### src/rtl/bcd_pkg.sv
// rtl/bcd_pkg.sv - shared BCD widths, limits and nibble clamp helper
package bcd_pkg;

    localparam int BCD_W    = 4;
    localparam int N_DIGITS = 4;

    localparam logic [BCD_W-1:0] BCD_MAX = 4'd9;
    localparam logic [BCD_W-1:0] BCD_MIN = 4'd0;

    // Nibbles above 9 are not valid BCD; saturate them to 9.
    function automatic logic [BCD_W-1:0] bcd_clamp(input logic [BCD_W-1:0] nib);
        return (nib > BCD_MAX) ? BCD_MAX : nib;
    endfunction

endpackage

### src/rtl/bcd_digit.sv
// rtl/bcd_digit.sv - one up/down decade register with load and carry/borrow out
// Ports:
//   clk, rst      rising-edge clock, synchronous active-high reset
//   en            step this decade this cycle
//   up            1 = increment, 0 = decrement
//   load, ld_val  parallel load (clamped to 0..9), wins over en
//   q             current decade value, always 0..9
//   carry_out     q==9 while counting up (next step wraps to 0)
//   borrow_out    q==0 while counting down (next step wraps to 9)
module bcd_digit
    import bcd_pkg::*;
(
    input  logic             clk,
    input  logic             rst,
    input  logic             en,
    input  logic             up,
    input  logic             load,
    input  logic [BCD_W-1:0] ld_val,
    output logic [BCD_W-1:0] q,
    output logic             carry_out,
    output logic             borrow_out
);

    logic [BCD_W-1:0] q_q;
    logic [BCD_W-1:0] q_d;

    always_comb begin
        q_d = q_q;
        if (load) begin
            q_d = bcd_clamp(ld_val);
        end else if (en) begin
            if (up) begin
                q_d = (q_q >= BCD_MAX) ? BCD_MIN : q_q + BCD_W'(1);
            end else begin
                q_d = (q_q == BCD_MIN) ? BCD_MAX : q_q - BCD_W'(1);
            end
        end
    end

    always_ff @(posedge clk) begin
        if (rst) begin
            q_q <= BCD_MIN;
        end else begin
            q_q <= q_d;
        end
    end

    assign q          = q_q;
    assign carry_out  = up & (q_q == BCD_MAX);
    assign borrow_out = ~up & (q_q == BCD_MIN);

endmodule

### src/rtl/bcd_counter_4dig.sv
// rtl/bcd_counter_4dig.sv - four-decade BCD counter with prescaler, start/stop, load and wrap pulse
// Ports:
//   clk, rst         rising-edge clock, synchronous active-high reset
//   start_stop       debounced button level; each rising edge toggles running
//   up_dn            direction, sampled on the tick cycle (1 = up)
//   load, load_val   parallel load of four BCD nibbles, [15:12] = digit 3
//   digit3..digit0   decade outputs, always 0..9
//   running          counting enabled
//   tc               one-cycle pulse when the count wraps (9999<->0000)
module bcd_counter_4dig
    import bcd_pkg::*;
#(
    parameter int TICK_DIV = 50000000,
    parameter int PRE_W    = 26
) (
    input  logic        clk,
    input  logic        rst,
    input  logic        start_stop,
    input  logic        up_dn,
    input  logic        load,
    input  logic [15:0] load_val,
    output logic [3:0]  digit3,
    output logic [3:0]  digit2,
    output logic [3:0]  digit1,
    output logic [3:0]  digit0,
    output logic        running,
    output logic        tc
);

    localparam logic [PRE_W-1:0] PRE_LAST = PRE_W'(TICK_DIV - 1);

    logic             prev_q, prev_d;
    logic             running_q, running_d;
    logic [PRE_W-1:0] pre_q, pre_d;
    logic             tc_q, tc_d;

    logic             tick;
    logic             step;

    logic [N_DIGITS-1:0] dig_en;
    logic [N_DIGITS-1:0] dig_carry;
    logic [N_DIGITS-1:0] dig_borrow;
    logic [BCD_W-1:0]    dig_q [N_DIGITS];

    always_comb begin
        logic chain;

        prev_d    = start_stop;
        running_d = running_q ^ (start_stop & ~prev_q);

        tick = running_q & (pre_q == PRE_LAST);
        // A load discards a coincident tick and restarts the prescaler.
        step = tick & ~load;

        pre_d = pre_q;
        if (load) begin
            pre_d = '0;
        end else if (running_q) begin
            pre_d = tick ? '0 : pre_q + PRE_W'(1);
        end

        // Decade n steps only when every lower decade is about to wrap.
        chain = step;
        for (int i = 0; i < N_DIGITS; i++) begin
            dig_en[i] = chain;
            chain     = chain & (dig_carry[i] | dig_borrow[i]);
        end

        // chain is now set only when all four decades wrap together.
        tc_d = chain;
    end

    for (genvar g = 0; g < N_DIGITS; g++) begin : g_dig
        bcd_digit u_digit (
            .clk        (clk),
            .rst        (rst),
            .en         (dig_en[g]),
            .up         (up_dn),
            .load       (load),
            .ld_val     (load_val[g*BCD_W +: BCD_W]),
            .q          (dig_q[g]),
            .carry_out  (dig_carry[g]),
            .borrow_out (dig_borrow[g])
        );
    end

    always_ff @(posedge clk) begin
        if (rst) begin
            prev_q    <= 1'b0;
            running_q <= 1'b0;
            pre_q     <= '0;
            tc_q      <= 1'b0;
        end else begin
            prev_q    <= prev_d;
            running_q <= running_d;
            pre_q     <= pre_d;
            tc_q      <= tc_d;
        end
    end

    assign digit3  = dig_q[3];
    assign digit2  = dig_q[2];
    assign digit1  = dig_q[1];
    assign digit0  = dig_q[0];
    assign running = running_q;
    assign tc      = tc_q;

endmodule

### config.mk
export PLATFORM = sky130hd
export DESIGN_NAME = bcd_counter_4dig
export DESIGN_NICKNAME = d
export VERILOG_FILES = /design/src/rtl/bcd_pkg.sv /design/src/rtl/bcd_digit.sv /design/src/rtl/bcd_counter_4dig.sv
export SDC_FILE = /design/constraint.sdc
export NUM_CORES = 1
export LEC_CHECK = 0
export CORE_UTILIZATION = 40
export DETAILED_ROUTE_END_ITERATION = 10
export PLACE_DENSITY = 0.66
export SLEW_MARGIN = 20
export SYNTH_ARGS = -nofsm -noshare
export SYNTH_HDL_FRONTEND = slang
export SYNTH_SLANG_ARGS = --single-unit
### constraint.sdc
create_clock -name clk -period 2.18 [get_ports clk]
set_clock_uncertainty 0.15 [all_clocks]
set_input_delay 0.327 -clock clk [delete_from_list [all_inputs] [get_ports clk]]
set_output_delay 0.327 -clock clk [all_outputs]
set_load 0.01 [all_outputs]
==> flow_summary.toml <==
[yosys]
synth.avg_cell_area_sq_um = 7.986
synth_area_sq_um = 3027
yosysUniqueCellTypes = 62
synthArstFlopShare_pct = 0
yosys_warnings = 0
synth_flop_cell = "dfxtp_1"
seq_area_frac_synth_pct = 29.76
synthCells = 379
synthesis.nets = 417
synth_seq_cells = 45
synth_edf_count = 0

[timing]
timing.final.crit_share_pct = 100.7
finalHoldViolCount = 0
slew_headroom_pct = 74.10
tightest_slew_ns = 0.3879
fin_ws_ns = -0.01590
min_period_ns = 2.196
drv_slew = 0
setup_viol = 4
tns_ns = -0.02841
max_freq_mhz = 455.4
rsz0062_at_grt = "true"

[routing]
drtIter0Drc = 145
drt-pass1-iter-count = 4
via_per_inst = 5.452
final_antenna_net_count = 0
drc = 0
post_drt_wl_per_cell_um = 14.08
dr_total_vias = 3037
wl_um = 7845

[grt]
gr-total-overflow = 0
grt_pass1_vias = 2778
grt_max_degree = 29
grt_pass1_wl_um = 12920
antenna_found_initial = 0
track_usage_pct = 20.50

[cells_and_area]
final_common_cell = "buf_4"
fin_nets = 496
final_area_sq_um = 4123
n_antenna_cell = 0
finalNonFillerCells = 557
layout-drive-gt1-share_pct = 23.36
final_cell_mix = "buf_4 (53), nor2_1 (46), dfxtp_1 (38), clkdlybuf4s50_1 (37), inv_1 (20)"
area_delta_synth_final_pct = 36.21

[clock_network]
ctsHoldBuffers = 0
clkTransAtPathRegs_ns = 0.08
root_buffer = "clkbuf_8"
cts_tree = "yes"
cts_buffers = 5
post_cts_buffers = 0
cts_buffer_depth = 2
clk_latency_ns = 0.30
clkSinkCount = 45
htree_levels = 2

[pwr]
leakage_nw = 1.594
ir_drop_mv = 0.2525
powerDensity_nw_per_um2 = 476.0
finalPower_w = 0.001962

[place]
port_buffers = 38
dp_slack_ns = -0.3577
dpl_cell_area_sq_um = 3930
routabilityCongestion = 0.9051
dp.cells = 550
dp_hpwl_um = 5677

[outcome]
failed_checks = "negative setup slack"
status = "finished with violations"

[setup_path]
crit_required_ns = 2.22
worstSetupStartpointType = "register"
crit_chain = "inv_4 > ha_4 > or4b_4 > a221oi_4 > and4_2 > mux2i_1 > o21ai_0"
critical_path_buf_inv_count = 1
critPathKind = "register to register"
startpoint = "g_dig[0].u_digit.q[0]"
cpLargestDelayFamily = "simple AND/OR/NAND/NOR gates"
crit_path_end_kind = "register"
r2r_start = "g_dig[0].u_digit.q[0]"
critPathMaxFanout = 3
cp_slowest_cell = "or4b_4"
arrival_ns = 2.24
cpPeakStageDelay_ns = 0.48

[job]
maxCapViolations = 0

[die]
io_pins = 39
die_y_um = 88.99
core_sq_um = 7292
die-width_um = 88.99
dieArea_sq_um = 7918
num_rows = 31
floorplan.initialDensity_pct = 41.51

[min_path]
hp-start = "pre_q[23]"
hp-class = "register to register"
==> metal layers <==
layer	track usage, %	vias up	part of all wire, %
met1	29.39	1421	48
met5	0	-	0
met3	2.770	8	4.8
met2	32.66	80	46
li1	-	1528	-
met4	4.906	0	1.1
==> tightest hold or removal path: stages (launching register included) <==
cell and delay (ns):
dfxtp_1 0.35, xor2_1 0.07, nor2_1 0.07
==> cells by family (layout without fill, tap and decap cells) <==
family | Yosys count | in the layout | share of synthesized area [%]
mux | 3 | 3 | 1.406
simple gates | 164 | 164 | 30.96
buf+inv | 46 | 125 | 5.952
flops | 45 | 45 | 29.76
fa+ha+maj | 17 | 17 | 7.028
compound gates | 78 | 78 | 17.36
xor+xnor | 26 | 26 | 7.524
==> report_power, final <==
part / switching (W) / leakage, nW / internal (W) / total [W]
Sequential: 0.0000238 / 0.370 / 0.000844 / 0.000867
Combinational: 0.000234 / 1.17 / 0.000241 / 0.000475
Clock: 0.000287 / 0.0540 / 0.000333 / 0.000620
Total: 0.000544 / 1.59 / 0.00142 / 0.00196
==> state kept, by name, summed over array words and instances (netlist names) <==
| register | cells |
|---|---|
| running | 1 |
| prev_q | 1 |
| pre_q | 26 |
| tc | 1 |
| g_dig.u_digit.q | 16 |
==> cell type report <==
cell class | instances | area, sq um
multi-input cells | 288 | 2063
well taps | 99 | 123.9
clock inverters | 2 | 35.03
flip-flops and latches | 45 | 917.1
inverters | 24 | 95.09
clock buffers | 5 | 68.82
fillers | 684 | 3169
repair buffers | 94 | 819.5
==> path summary, 6_finish.rpt <==
kind | endpoint | slack, ns | cells after the start
worst max-delay path | g_dig[3].u_digit.q[3] | -0.02 | 7
worst min-delay path | pre_q[23] | 0.37 | 2
worst max register to register | g_dig[3].u_digit.q[3] | -0.02 | 7
worst min register to register | pre_q[23] | 0.37 | 2
==> repair_timing <==
action | 4_1_cts | 5_1_grt
resized for setup | 6 | 16
gates cloned | 0 | 0
pin swaps | 2 | 10
endpoints found under the setup margin | 8 | 18
==> through the flow <==
stage | hold slack [ns] | utilization (%)
floorplan | 0.2860 | -
global placement | 0.3429 | 53.90
detailed placement | 0.3519 | 53.90
CTS | 0.3772 | 55.75
global route | 0.4058 | 56.54
finish | 0.3714 | 56.54
==> cell usage after synthesis (all sizes together) (8+ instances only) <==
cell type / count / area share (%)
o21ai: 13 / 2.1
a21oi: 17 / 2.8
nor2: 46 / 5.7
a31oi: 10 / 2.1
nand2: 22 / 3.0
nand3: 17 / 3.0
clkbuf: 14 / 1.7
dfxtp: 45 / 30
nor3: 13 / 2.1
ha: 17 / 7.0
xnor2: 11 / 3.2
xor2: 15 / 4.3
inv: 23 / 2.9
nand4: 10 / 2.1
buf: 8 / 1.2
(Power assumes the default switching activity.)
